[src/rtl/pulse_width_decoder_if.sv]
// Pulse-width decoder bus: the pulse being measured plus the width/strobe report.
// The master drives PULSE_IN; the slave (decoder) returns WIDTH, VALID, ERR and BUSY.
interface pulse_width_decoder_if #(
    parameter int unsigned BIT_WIDTH = 4
);
    logic                 PULSE_IN;
    logic [BIT_WIDTH-1:0] WIDTH;
    logic                 VALID;
    logic                 ERR;
    logic                 BUSY;

    modport master (
        output PULSE_IN,
        input  WIDTH,
        input  VALID,
        input  ERR,
        input  BUSY
    );

    modport slave (
        input  PULSE_IN,
        output WIDTH,
        output VALID,
        output ERR,
        output BUSY
    );
endinterface

[src/rtl/pulse_width_decoder.sv]
// Measures the high time of PULSE_IN in CLK cycles and strobes VALID/ERR against a window.
// Optional input deglitching is enabled with PULSE_WIDTH_DECODER_GLITCH_FILTER_EN.
module pulse_width_decoder #(
    parameter int unsigned BIT_WIDTH  = 4,
    parameter int unsigned MIN_COUNTS = 10,
    parameter int unsigned MAX_COUNTS = 14
) (
    input  logic                  CLK,
    input  logic                  RST,
    pulse_width_decoder_if.slave  bus_io
);

    localparam logic [BIT_WIDTH-1:0] CntMax = '1;
    localparam logic [BIT_WIDTH-1:0] CntOne = BIT_WIDTH'(1);
    localparam logic [BIT_WIDTH-1:0] MinCnt = BIT_WIDTH'(MIN_COUNTS);
    localparam logic [BIT_WIDTH-1:0] MaxCnt = BIT_WIDTH'(MAX_COUNTS);

    typedef enum logic [1:0] {StArm, StIdle, StMeasure} state_e;

    state_e               state_q, state_d;
    logic [BIT_WIDTH-1:0] cnt_q, cnt_d;
    logic [BIT_WIDTH-1:0] width_q, width_d;
    logic                 valid_q, valid_d;
    logic                 err_q, err_d;
    logic                 s;
    logic                 arm_ok;

`ifdef PULSE_WIDTH_DECODER_GLITCH_FILTER_EN
    logic q1_q, q2_q, q3_q, s_q, arm_hold_q;

    always_ff @(posedge CLK) begin
        if (RST) begin
            q1_q       <= 1'b0;
            q2_q       <= 1'b0;
            q3_q       <= 1'b0;
            s_q        <= 1'b0;
            arm_hold_q <= 1'b1;
        end else begin
            q1_q       <= bus_io.PULSE_IN;
            q2_q       <= q1_q;
            q3_q       <= q2_q;
            s_q        <= s;
            arm_hold_q <= 1'b0;
        end
    end

    assign s = (q2_q == q3_q) ? q2_q : s_q;
    // Filter flops clear on reset, so wait until a real low has crossed the whole pipeline.
    assign arm_ok = !arm_hold_q && !q1_q && !q2_q && !q3_q && !s;
`else
    assign s      = bus_io.PULSE_IN;
    assign arm_ok = !s;
`endif

    always_ff @(posedge CLK) begin
        if (RST) begin
            state_q <= StArm;
            cnt_q   <= '0;
            width_q <= '0;
            valid_q <= 1'b0;
            err_q   <= 1'b0;
        end else begin
            state_q <= state_d;
            cnt_q   <= cnt_d;
            width_q <= width_d;
            valid_q <= valid_d;
            err_q   <= err_d;
        end
    end

    always_comb begin
        state_d = state_q;
        cnt_d   = cnt_q;
        width_d = width_q;
        valid_d = 1'b0;
        err_d   = 1'b0;
        unique case (state_q)
            StArm: begin
                if (arm_ok) state_d = StIdle;
            end
            StIdle: begin
                if (s) begin
                    state_d = StMeasure;
                    cnt_d   = CntOne;
                end
            end
            StMeasure: begin
                if (s) begin
                    if (cnt_q != CntMax) cnt_d = cnt_q + CntOne;
                end else begin
                    width_d = cnt_q;
                    state_d = StIdle;
                    // A saturated count is never a trustworthy width.
                    if (cnt_q >= MinCnt && cnt_q <= MaxCnt && cnt_q != CntMax) valid_d = 1'b1;
                    else err_d = 1'b1;
                end
            end
            default: state_d = StArm;
        endcase
    end

    assign bus_io.WIDTH = width_q;
    assign bus_io.VALID = valid_q;
    assign bus_io.ERR   = err_q;
    assign bus_io.BUSY  = (state_q == StMeasure);

endmodule

[src/flat_wrapper.sv]
// flat-port wrapper written by rule: the top's interface ports become plain ports
module pulse_width_decoder_flat 
#(
    parameter int unsigned BIT_WIDTH  = 4,
    parameter int unsigned MIN_COUNTS = 10,
    parameter int unsigned MAX_COUNTS = 14
)
  (CLK, RST, bus_io_PULSE_IN, bus_io_WIDTH, bus_io_VALID, bus_io_ERR, bus_io_BUSY);
  pulse_width_decoder_if #(.BIT_WIDTH(BIT_WIDTH)) bus_io_i ();
  input  logic CLK;
  input  logic RST;
  input wire logic [$bits(bus_io_i.PULSE_IN)-1:0] bus_io_PULSE_IN;
  output wire logic [$bits(bus_io_i.WIDTH)-1:0] bus_io_WIDTH;
  output wire logic [$bits(bus_io_i.VALID)-1:0] bus_io_VALID;
  output wire logic [$bits(bus_io_i.ERR)-1:0] bus_io_ERR;
  output wire logic [$bits(bus_io_i.BUSY)-1:0] bus_io_BUSY;
  assign bus_io_i.PULSE_IN = bus_io_PULSE_IN;
  assign bus_io_WIDTH = bus_io_i.WIDTH;
  assign bus_io_VALID = bus_io_i.VALID;
  assign bus_io_ERR = bus_io_i.ERR;
  assign bus_io_BUSY = bus_io_i.BUSY;
  pulse_width_decoder #(.BIT_WIDTH(BIT_WIDTH), .MIN_COUNTS(MIN_COUNTS), .MAX_COUNTS(MAX_COUNTS)) u_core (.CLK(CLK), .RST(RST), .bus_io(bus_io_i));
endmodule
[config.mk]
export PLATFORM = sky130hd
export DESIGN_NAME = pulse_width_decoder_flat
export DESIGN_NICKNAME = d
export VERILOG_FILES = /design/src/rtl/pulse_width_decoder_if.sv /design/src/rtl/pulse_width_decoder.sv /design/src/flat_wrapper.sv
export SDC_FILE = /design/constraint.sdc
export NUM_CORES = 1
export LEC_CHECK = 0
export ABC_CLOCK_PERIOD_IN_PS = 1390
export CAP_MARGIN = 5
export CORE_ASPECT_RATIO = 1.2
export CORE_UTILIZATION = 39
export DETAILED_ROUTE_END_ITERATION = 10
export PLACE_DENSITY = 0.71
export SLEW_MARGIN = 30
export SYNTH_ARGS = -nofsm -noshare
export SYNTH_HDL_FRONTEND = slang
export SYNTH_SLANG_ARGS = --single-unit
[constraint.sdc]
create_clock -name CLK -period 1.39 [get_ports CLK]
set_clock_uncertainty 0.1 [all_clocks]
set_input_delay 0.3475 -clock CLK [delete_from_list [all_inputs] [get_ports CLK]]
set_output_delay 0.3475 -clock CLK [all_outputs]
set_load 0.01 [all_outputs]
==> reports/qor.log, run 1 <==
INFO  cts            cts_tree=built
INFO  floorplanning  floorplan.initialDensity=43.3%
INFO  logic_synthesis post_synth_and_or_nand_nor_area_fraction=26.1%
INFO  grt            grt_start_max_net_pins=11
INFO  logic_synthesis syn_inst=64
INFO  logic_synthesis post_synth_fa_ha_maj_area_fraction=3.90%
INFO  cells_and_area finished_core_util=56.5%
INFO  grt            antenna_found_initial=0
INFO  sta            hold_slack=0.406ns
INFO  grt            sum_of_overflow_across_all_layers_after_global_routing=0
INFO  pwr            netSwitchingFraction=24.4%
INFO  sta            maxSlewViolCount=0
INFO  logic_synthesis synthDominantAreaCellType=sky130_fd_sc_hd__dfxtp_1
INFO  placement      pre_cts_slack=-0.276ns
INFO  cts            h-tree-depth=1
INFO  critical_path  critical_path.endpoint_type=flop
INFO  critical_path  setup.worst_path.class=flop to flop
INFO  cts            max-clock-path-buffers=2
INFO  logic_synthesis synth_enable_flop_cells=0
INFO  floorplanning  rows=15
INFO  logic_synthesis ys_ff_latch=12
INFO  sta            period_needed=1.34ns
INFO  cts            cts_sinks=12
INFO  cells_and_area syn_to_final_growth=30.6%
INFO  pwr            report.power.total=647uW
INFO  cts            cts_made_buffers=3
INFO  placement      place_hpwl=942um
INFO  sta            final-setup-viol-count=0
INFO  sta            max_slew_margin=81.7%
INFO  logic_synthesis synth_mux_area_share=6.24%
INFO  logic_synthesis yosys_warnings=0
INFO  logic_synthesis synth_xor_xnor_area_share=1.36%
INFO  logic_synthesis synth_sequential_area_ratio=37.4%
INFO  sta            worstMarginPinSlew=0.273ns
INFO  logic_synthesis syn-num-nets=69
INFO  floorplanning  die_width=39.0um
INFO  cts            clock_tree.root_cell=sky130_fd_sc_hd__clkbuf_4
INFO  pwr            intPower=489uW
INFO  logic_synthesis main_combinational_cell_family_by_area_after_synthesis=simple AND/OR/NAND/NOR gates
INFO  pwr            p_sw=158uW
INFO  sta            hold_violations=0
INFO  sta            setup_slack=0.0473ns
INFO  detailed_routing drt-initial-drc-count=12
INFO  logic_synthesis synthDistinctLibCells=34
INFO  cells_and_area layout-drive-gt1-share=38.1%
INFO  cts            insertion_delay=0.27ns
INFO  critical_path  maximum_fanout_along_the_worst_path=3
INFO  detailed_routing wirelength=1.39mm
INFO  cells_and_area design.final.nets=91
INFO  pwr            pwrdens=771mW/mm^2
INFO  grt            first_global_vias=469
INFO  cells_and_area fin_area=838um^2
INFO  grt            total_global_routing_track_utilization=17.4%
INFO  pwr            power_frac_clock=33.5%
INFO  placement      post_dp_cell_area=813um^2
INFO  cts            clk_pin_slew_worst_paths=0.08ns
INFO  detailed_routing final_antenna_net_count=0
INFO  floorplanning  die_area=0.00181mm^2
INFO  floorplanning  die_h=46.4um
INFO  pwr            share_of_power_burned_in_registers=54.7%
INFO  logic_synthesis mean_instance_size_in_the_synthesized_netlist=10.0um^2
INFO  cells_and_area layout_common_cells=sky130_fd_sc_hd__buf_4, sky130_fd_sc_hd__dfxtp_1, sky130_fd_sc_hd__dlygate4sd2_1
INFO  logic_synthesis synthTopCellsByArea=sky130_fd_sc_hd__dfxtp_1, sky130_fd_sc_hd__mux2i_1, sky130_fd_sc_hd__buf_6
INFO  logic_synthesis synth_top_area_share=37.4%
INFO  logic_synthesis ys_async_sr_fraction=0%
INFO  logic_synthesis synth_compound_area_share=16.8%
INFO  critical_path  rrSetupSlack=0.05ns
INFO  sta            rsz_0062_raised_after_global_routing=false
INFO  flow_run       maxCapViolCount=0
INFO  sta            timing.final.crit_share=96.6%
INFO  detailed_routing routedWlPerCell=13.8um
INFO  detailed_routing routed_via_density=5.27
INFO  critical_path  cp_data_required_time=1.45ns
INFO  sta            fmaxAchievable=745MHz
INFO  detailed_routing post-route-drc-count=0
INFO  floorplanning  core=0.00148mm^2
INFO  worst_hold_path hold_class=flop to flop
INFO  critical_path  critical_path_arrival=1.40ns
INFO  floorplanning  boundaryPins=10
INFO  grt            wire_length_of_the_first_global_routing_pass=2.17mm
INFO  placement      port_buffers=9
INFO  placement      gp_congestion=0.806
INFO  pwr            max-vdd-ir-drop=0.416mV
INFO  critical_path  setup.worst_path.start_class=flop
INFO  cells_and_area diodes=0
INFO  pwr            pwr-share-comb=11.8%
INFO  logic_synthesis ys.flop_type=sky130_fd_sc_hd__dfxtp_1
INFO  cells_and_area layout.cells.most_common=sky130_fd_sc_hd__buf_4
INFO  detailed_routing drt_pass1_iterations=4
INFO  pwr            leakagePower=0.000366uW
INFO  logic_synthesis mappedNetlistArea=642um^2
INFO  detailed_routing routed-via-count=532
INFO  run_status     status=completed
## final cells by class
type	count	area [um^2]
Sequential cell	12	244
Inverter	3	11.3
Tap cell	17	21.3
Clock buffer	3	22.5
Multi-Input combinational cell	44	362
Timing Repair Buffer	22	178
Fill cell	147	644
## state kept, by name, summed over array words and instances, names as in the netlist
name / flops
u_core.bus_io.VALID: 1
u_core.bus_io.WIDTH: 4
u_core.bus_io.ERR: 1
u_core.state_q: 2
u_core.cnt_q: 4
## final timing paths
path         cells after the start                    from                      to
max                              4         u_core.cnt_q[0]         u_core.cnt_q[2]
min                              2  u_core.bus_io.WIDTH[3]  u_core.bus_io.WIDTH[3]
max reg2reg                      4         u_core.cnt_q[0]         u_core.cnt_q[2]
min reg2reg                      2  u_core.bus_io.WIDTH[3]  u_core.bus_io.WIDTH[3]
## critical path: stages (launching register included)
cell,delay [ns]
sky130_fd_sc_hd__dfxtp_2,0.34
sky130_fd_sc_hd__ha_2,0.19
sky130_fd_sc_hd__buf_4,0.14
sky130_fd_sc_hd__and4b_1,0.18
sky130_fd_sc_hd__a2111oi_2,0.29
## power by group through the flow
stage / Sequential (uW) / Combinational [uW] / Clock, uW
6_report: 354 / 76.0 / 217
5_1_grt: 354 / 82.1 / 230
4_1_cts: 354 / 75.8 / 222
3_5_place_dp: 361 / 76.7 / 0
3_3_place_gp: 361 / 75.2 / 0
2_1_floorplan: 361 / 48.4 / 0
## Yosys cell counts, types with 2 or more instances
cell / instances
sky130_fd_sc_hd__dfxtp_1: 12
sky130_fd_sc_hd__nor2_1: 5
sky130_fd_sc_hd__mux2i_1: 4
sky130_fd_sc_hd__a31oi_1: 3
sky130_fd_sc_hd__buf_6: 3
sky130_fd_sc_hd__inv_1: 3
sky130_fd_sc_hd__a211oi_1: 2
sky130_fd_sc_hd__clkbuf_1: 2
sky130_fd_sc_hd__ha_1: 2
sky130_fd_sc_hd__nand2_1: 2
sky130_fd_sc_hd__nand2b_1: 2
sky130_fd_sc_hd__nor3b_1: 2
## kinds of logic after synthesis
family | after synthesis
AND/OR/NAND/NOR | 24
flip-flops | 12
AO/OA/AOI/OAI | 13
XOR/XNOR | 1
buffers and inverters | 8
adder cells (fa/ha/maj) | 2
multiplexers | 4
## per-stage QoR
step	setup TNS [ns]	instances
2_1_floorplan	0	64
3_3_place_gp	-2.24	98
3_5_place_dp	-2.58	98
4_1_cts	0	101
5_1_grt	0	101
6_report	0	101
## repair_timing
| action | CTS | global route |
|---|---|---|
| hold buffers | 0 | 0 |
| setup endpoints to repair | 9 | 9 |
| gates resized for setup | 11 | 4 |
| pin swaps | 0 | 1 |
| endpoints found under the hold margin | 0 | 0 |
| gates cloned | 0 | 0 |
| buffers inserted | 0 | 0 |
## routing by layer
layer / routed length (um) / track usage [%] / share of wire (%)
met1: 689 / 26.1 / 49
met2: 669 / 25.7 / 48
met3: 28 / 2.90 / 2.0
met4: 6 / 4.14 / 0.43
met5: 0 / 0 / 0
No activity file was read; power rests on OpenSTA's default activity.
==> run 2, diff against run 1 <==
--- a/config.mk
+++ b/config.mk
@@ -5,13 +5,13 @@
 export SDC_FILE = /design/constraint.sdc
 export NUM_CORES = 1
 export LEC_CHECK = 0
-export ABC_CLOCK_PERIOD_IN_PS = 1390
+export ABC_CLOCK_PERIOD_IN_PS = 1600
 export CAP_MARGIN = 5
 export CORE_ASPECT_RATIO = 1.2
 export CORE_UTILIZATION = 39
 export DETAILED_ROUTE_END_ITERATION = 10
-export PLACE_DENSITY = 0.71
-export SLEW_MARGIN = 30
+export PLACE_DENSITY = 0.69
+export SLEW_MARGIN = 0
 export SYNTH_ARGS = -nofsm -noshare
 export SYNTH_HDL_FRONTEND = slang
 export SYNTH_SLANG_ARGS = --single-unit
==> constraint.sdc (replaced) <==
create_clock -name CLK -period 1.6 [get_ports CLK]
set_clock_uncertainty 0.1 [all_clocks]
set_input_delay 0.4 -clock CLK [delete_from_list [all_inputs] [get_ports CLK]]
set_output_delay 0.4 -clock CLK [all_outputs]
set_load 0.01 [all_outputs]
==> run 2 against run 1 <==
Global-route usage fell by 1.3 points. Fmax fell by 12%. Routed wire length fell by 13%. Register-to-register slack improved by 0.03 ns. Power fell by 15%. Hold slack got worse by 0.010 ns. Design area fell by 4.5%. Setup slack improved by 0.035 ns. Critical endpoint is now u_core.cnt_q[1].
==> reports/qor.log, run 2 (same netlist as run 1, synthesis figures left out) <==
INFO  detailed_routing drt_pass1_iterations=4 [unchanged]
INFO  sta            fmaxAchievable=659MHz [was 745 MHz]
INFO  grt            first_global_vias=431 [was 469]
INFO  critical_path  timing.rr.start=u_core.cnt_q[0] [unchanged]
INFO  flow_run       maxCapViolCount=0 [unchanged]
INFO  floorplanning  floorplan.initialDensity=43.3% [unchanged]
INFO  detailed_routing routedWlPerCell=12.3um [was 13.8 um]
INFO  cells_and_area design.final.nets=88 [was 91]
INFO  placement      post_dp_cell_area=787um^2 [was 813 um^2]
INFO  critical_path  critical_path.endpoint_type=flop [unchanged]
INFO  sta            period_needed=1.52ns [was 1.34 ns]
INFO  floorplanning  die_width=39.0um [unchanged]
INFO  cts            cts_made_buffers=3 [unchanged]
INFO  critical_path  cp_data_required_time=1.70ns [was 1.45 ns]
INFO  placement      gp_congestion=0.785 [was 0.806]
INFO  cts            post_cts.resized_instances=7 [was 11]
INFO  detailed_routing routed-via-count=520 [was 532]
INFO  sta            setup_slack=0.0820ns [was 0.0473 ns]
INFO  critical_path  cp-startpoint=u_core.cnt_q[0] [unchanged]
INFO  critical_path  critical_path.slowest_cell=sky130_fd_sc_hd__dfxtp_1 [was sky130_fd_sc_hd__dfxtp_2]
INFO  placement      pre_cts_slack=-0.101ns [was -0.276 ns]
INFO  grt            antenna_found_initial=0 [unchanged]
INFO  cells_and_area fin_area=801um^2 [was 838 um^2]
INFO  critical_path  critical_path_arrival=1.61ns [was 1.40 ns]
INFO  placement      place_hpwl=905um [was 942 um]
INFO  cts            post-cts-setup-buffers=0 [unchanged]
INFO  detailed_routing wirelength=1.21mm [was 1.39 mm]
INFO  critical_path  setup.worst_path.start_class=flop [unchanged]
INFO  cts            clk_pin_slew_worst_paths=0.07ns [was 0.08 ns]
INFO  floorplanning  rows=15 [unchanged]
INFO  cts            h-tree-depth=1 [unchanged]
INFO  critical_path  setup.worst_path.class=flop to flop [unchanged]
INFO  cts            hold_buffers=0 [unchanged]
INFO  pwr            leakagePower=0.000343uW [was 0.000366 uW]
INFO  critical_path  rrSetupSlack=0.08ns [was 0.05 ns]
INFO  grt            total_global_routing_track_utilization=16.1% [was 17.4%]
INFO  grt            sum_of_overflow_across_all_layers_after_global_routing=0 [unchanged]
INFO  worst_hold_path hold_class=flop to flop [unchanged]
INFO  cts            max-clock-path-buffers=2 [unchanged]
INFO  sta            final-setup-viol-count=0 [unchanged]
INFO  critical_path  cp_cell_sequence=ha_1, nand3_1, a211o_2, a31oi_1 [was ha_2, buf_4, and4b_1, a2111oi_2]
INFO  floorplanning  die_area=0.00181mm^2 [unchanged]
INFO  cells_and_area layout.cells.most_common=sky130_fd_sc_hd__dfxtp_1 [was sky130_fd_sc_hd__buf_4]
INFO  pwr            pwrdens=688mW/mm^2 [was 771 mW/mm^2]
INFO  sta            worstMarginPinSlew=0.314ns [was 0.273 ns]
INFO  sta            hold_violations=0 [unchanged]
INFO  floorplanning  core=0.00148mm^2 [unchanged]
INFO  pwr            max-vdd-ir-drop=0.410mV [was 0.416 mV]
INFO  critical_path  critical-path-max-stage-delay=0.43ns [was 0.34 ns]
INFO  detailed_routing final_antenna_net_count=0 [unchanged]
INFO  worst_hold_path worst_hold_startpoint=u_core.bus_io.WIDTH[3] [unchanged]
INFO  run_status     status=completed [unchanged]
INFO  floorplanning  die_h=46.4um [unchanged]
INFO  cts            clock_tree.root_cell=sky130_fd_sc_hd__clkbuf_4 [unchanged]
INFO  cts            insertion_delay=0.27ns [about the same]
INFO  cells_and_area layout-drive-gt1-share=27.2% [was 38.1%]
INFO  grt            wire_length_of_the_first_global_routing_pass=1.91mm [was 2.17 mm]
INFO  detailed_routing routed_via_density=5.31 [was 5.27]
INFO  sta            max_slew_margin=78.9% [was 81.7%]
INFO  cells_and_area syn_to_final_growth=24.8% [was 30.6%]
INFO  cts            cts_sinks=12 [unchanged]
INFO  sta            rsz_0062_raised_after_global_routing=false [unchanged]
INFO  critical_path  maximum_fanout_along_the_worst_path=5 [was 3]
INFO  detailed_routing post-route-drc-count=0 [unchanged]
INFO  cells_and_area layout_common_cells=sky130_fd_sc_hd__dfxtp_1, sky130_fd_sc_hd__buf_4, sky130_fd_sc_hd__dlygate4sd2_1 [was sky130_fd_sc_hd__buf_4, sky130_fd_sc_hd__dfxtp_1, sky130_fd_sc_hd__dlygate4sd2_1]
INFO  sta            timing.final.crit_share=94.9% [was 96.6%]
INFO  detailed_routing drt-initial-drc-count=14 [was 12]
INFO  cts            cts_tree=built [unchanged]
INFO  sta            hold_slack=0.395ns [was 0.406 ns]
INFO  grt            grt_start_max_net_pins=11 [unchanged]
INFO  sta            maxSlewViolCount=0 [unchanged]
INFO  cells_and_area diodes=0 [unchanged]
INFO  placement      port_buffers=9 [unchanged]
INFO  floorplanning  boundaryPins=10 [unchanged]
==> run 2: worst max-delay path: cells and delay by family (launching register included) <==
family                   cells  cell delay [ns]
adder cells (fa/ha/maj)      1             0.25
AND/OR/NAND/NOR              1             0.16
AO/OA/AOI/OAI                2             0.51
flip-flops                   1             0.43
==> run 2: path summary, 6_finish.rpt <==
path,to,cells past startpoint
worst max-delay path,u_core.cnt_q[1],4
worst min-delay path,u_core.bus_io.WIDTH[3],2
worst max register to register,u_core.cnt_q[1],4
worst min register to register,u_core.bus_io.WIDTH[3],2
==> run 2: routing by layer <==
metal  track usage, %  up-vias  part of all wire, %
met2             22.3        9                   41
met1             20.7      237                   52
met3             2.90        4                  3.2
met5                0        -                    0
li1                 -      270                    -
met4             14.5        0                  3.6
==> run 2: final cells by class <==
class                   count  area, um^2
clock buffers               3        22.5
fillers                   139         682
inverters                   3        11.3
multi-input cells          44         349
flip-flops and latches     12         240
well taps                  17        21.3
repair buffers             19         156
==> run 2: power breakdown <==
group,switching (uW),internal (uW),total [uW],leakage [uW]
sequential,4.85,303,308,0.0000972
clock,94.0,87.0,181,0.0000138
combinational,29.2,32.5,61.7,0.000232
total,128,423,551,0.000343
==> run 2: metrics by stage <==
step	utilization [%]	TNS (ns)	std cells	total power (uW)
final	54.0	0	98	551
after global routing	54.0	0	98	577
after CTS	54.0	0	98	557
after detailed placement	53.1	-0.756	95	377
after global placement	53.1	-0.558	95	377
after floorplan	-	0	64	355
==> run 3, diff against run 2 <==
--- a/config.mk
+++ b/config.mk
@@ -11,6 +11,7 @@
 export CORE_UTILIZATION = 39
 export DETAILED_ROUTE_END_ITERATION = 10
 export PLACE_DENSITY = 0.69
+export SKIP_CTS_REPAIR_TIMING = 1
 export SLEW_MARGIN = 0
 export SYNTH_ARGS = -nofsm -noshare
 export SYNTH_HDL_FRONTEND = slang
==> run 3 against run 2 <==
Setup slack about the same. Hold slack about the same. Routed wire length increased by 0.74%. Utilization increased by 1.8 points. Critical endpoint unchanged.
==> reports/qor.log, run 3 (same netlist as run 1, synthesis figures left out) <==
INFO  run_status     status=completed [unchanged]
INFO  critical_path  path_buf_inv=0 [unchanged]
INFO  floorplanning  rows=15 [unchanged]
INFO  critical_path  crit-reg2reg-capture=u_core.cnt_q[1] [unchanged]
INFO  cts            insertion_delay=0.27ns [about the same]
INFO  sta            final-setup-viol-count=0 [unchanged]
INFO  cts            clk_pin_slew_worst_paths=0.07ns [about the same]
INFO  worst_hold_path worstHoldPathCells=2 [unchanged]
INFO  cells_and_area design.final.nets=88 [unchanged]
INFO  placement      post_dp_cell_area=787um^2 [unchanged]
INFO  critical_path  maximum_fanout_along_the_worst_path=5 [unchanged]
INFO  cells_and_area layout_common_cells=sky130_fd_sc_hd__dfxtp_1, sky130_fd_sc_hd__buf_4, sky130_fd_sc_hd__dlymetal6s2s_1 [was sky130_fd_sc_hd__dfxtp_1, sky130_fd_sc_hd__buf_4, sky130_fd_sc_hd__dlygate4sd2_1]
INFO  critical_path  critical_path.endpoint=u_core.cnt_q[1] [unchanged]
INFO  pwr            max-vdd-ir-drop=0.410mV [about the same]
INFO  detailed_routing routed-via-count=522 [was 520]
INFO  floorplanning  core=0.00148mm^2 [unchanged]
INFO  grt            sum_of_overflow_across_all_layers_after_global_routing=0 [unchanged]
INFO  critical_path  critical_path_arrival=1.61ns [about the same]
INFO  cells_and_area diodes=0 [unchanged]
INFO  critical_path  timing.rr.start=u_core.cnt_q[0] [unchanged]
INFO  placement      port_buffers=9 [unchanged]
INFO  detailed_routing routedWlPerCell=12.4um [was 12.3 um]
INFO  cells_and_area syn_to_final_growth=28.8% [was 24.8%]
INFO  critical_path  rrSetupSlack=0.08ns [about the same]
INFO  placement      place_hpwl=905um [unchanged]
INFO  critical_path  setup.worst_path.start_class=flop [unchanged]
INFO  critical_path  crit_cells=4 [unchanged]
INFO  placement      placed_cell_count=95 [unchanged]
INFO  detailed_routing final_antenna_net_count=0 [unchanged]
INFO  floorplanning  die_h=46.4um [unchanged]
INFO  critical_path  critical_path.slowest_cell=sky130_fd_sc_hd__dfxtp_1 [unchanged]
INFO  critical_path  critPathTopFamily=compound AO/OA/AOI/OAI gates [unchanged]
INFO  grt            antenna_found_initial=0 [unchanged]
INFO  cts            cts_made_buffers=3 [unchanged]
INFO  flow_run       maxCapViolCount=0 [unchanged]
INFO  floorplanning  boundaryPins=10 [unchanged]
INFO  cts            cts_tree=built [unchanged]
INFO  sta            rsz_0062_raised_after_global_routing=false [unchanged]
INFO  sta            worstMarginPinSlew=0.316ns [was 0.314 ns]
INFO  detailed_routing wirelength=1.22mm [was 1.21 mm]
INFO  detailed_routing routed_via_density=5.33 [was 5.31]
INFO  grt            grt_start_max_net_pins=11 [unchanged]
INFO  detailed_routing drt-initial-drc-count=14 [unchanged]
INFO  cells_and_area layout-drive-gt1-share=27.2% [unchanged]
INFO  critical_path  critical_path.endpoint_type=flop [unchanged]
INFO  sta            hold_violations=0 [unchanged]
INFO  detailed_routing drt_pass1_iterations=4 [unchanged]
INFO  critical_path  cp_cell_sequence=ha_1, nand3_1, a211o_2, a31oi_1 [unchanged]
INFO  placement      gp_congestion=0.785 [unchanged]
INFO  cts            cts_sinks=12 [unchanged]
INFO  detailed_routing post-route-drc-count=0 [unchanged]
INFO  cts            clock_tree.root_cell=sky130_fd_sc_hd__clkbuf_4 [unchanged]
INFO  worst_hold_path hold_class=flop to flop [unchanged]
INFO  pwr            pwrdens=667mW/mm^2 [was 688 mW/mm^2]
INFO  cts            h-tree-depth=1 [unchanged]
INFO  floorplanning  die_area=0.00181mm^2 [unchanged]
INFO  sta            timing.setup.tns=0ns [unchanged]
INFO  floorplanning  floorplan.initialDensity=43.3% [unchanged]
INFO  critical_path  cp-startpoint=u_core.cnt_q[0] [unchanged]
INFO  grt            first_global_vias=420 [was 431]
INFO  grt            total_global_routing_track_utilization=15.9% [was 16.1%]
INFO  cells_and_area layout.cells.most_common=sky130_fd_sc_hd__dfxtp_1 [unchanged]
INFO  critical_path  critical-path-max-stage-delay=0.43ns [about the same]
INFO  critical_path  setup.worst_path.class=flop to flop [unchanged]
INFO  critical_path  r2r_worst_path_depth=4 [unchanged]
INFO  grt            wire_length_of_the_first_global_routing_pass=1.88mm [was 1.91 mm]
INFO  cells_and_area fin_area=827um^2 [was 801 um^2]
INFO  sta            hold_slack=0.395ns [about the same]
INFO  cells_and_area layoutNonFillerInstCount=98 [unchanged]
INFO  sta            maxSlewViolCount=0 [unchanged]
INFO  sta            fmaxAchievable=659MHz [about the same]
INFO  critical_path  cp_data_required_time=1.70ns [about the same]
INFO  sta            max_slew_margin=78.8% [was 78.9%]
INFO  sta            period_needed=1.52ns [about the same]
INFO  floorplanning  die_width=39.0um [unchanged]
INFO  cts            max-clock-path-buffers=2 [unchanged]
INFO  pwr            report.power.total=551uW [about the same]
INFO  pwr            leakagePower=0.000439uW [was 0.000343 uW]
INFO  sta            timing.final.crit_share=94.9% [about the same]
-- run 3: cell types whose count changed in the layout (fill, tap and decap cells not counted) --
| cell | change |
|---|---|
| sky130_fd_sc_hd__dlymetal6s2s_1 | +7 |
| sky130_fd_sc_hd__dlygate4sd2_1 | -7 |
-- run 3: cell type report --
type                    instances  area, um^2
inverters                       3        11.3
repair buffers                 19         183
clock buffers                   3        22.5
well taps                      17        21.3
flip-flops and latches         12         240
fillers                       133         656
multi-input cells              44         349
-- run 3: report_power, final --
group,internal [uW],switching [uW]
Sequential,303,4.86
Combinational,33.0,29.2
Clock,87.0,93.9
-- run 3: metrics by stage --
stage / worst slack [ns] / util (%)
2_1_floorplan: 0.160 / -
3_3_place_gp: -0.0869 / 53.1
3_5_place_dp: -0.101 / 53.1
4_1_cts: -0.192 / 54.6
5_1_grt: 0.0241 / 55.8
6_report: 0.0818 / 55.8
-- run 3: worst min path at each step --
stage                           startpoint                endpoint  slack (ns)
finish              u_core.bus_io.WIDTH[3]  u_core.bus_io.WIDTH[3]        0.40
global route        u_core.bus_io.WIDTH[3]  u_core.bus_io.WIDTH[3]        0.43
CTS                 u_core.bus_io.WIDTH[3]  u_core.bus_io.WIDTH[3]        0.40
detailed placement  u_core.bus_io.WIDTH[3]  u_core.bus_io.WIDTH[3]        0.38
global placement    u_core.bus_io.WIDTH[1]  u_core.bus_io.WIDTH[1]        0.38
floorplan                  u_core.cnt_q[3]       u_core.bus_io.ERR        0.37
-- run 3: metal layers --
layer	vias up	track usage, %	share of wire, %
met5	-	0	0
met4	0	14.5	3.5
met3	4	2.90	4.3
met2	12	21.7	40
met1	236	20.7	52
li1	270	-	-
-- run 3: worst min-delay path: stages (launching register included) --
cell	delay, ns
sky130_fd_sc_hd__dfxtp_1	0.33
sky130_fd_sc_hd__mux2i_1	0.06
sky130_fd_sc_hd__nor2_1	0.07
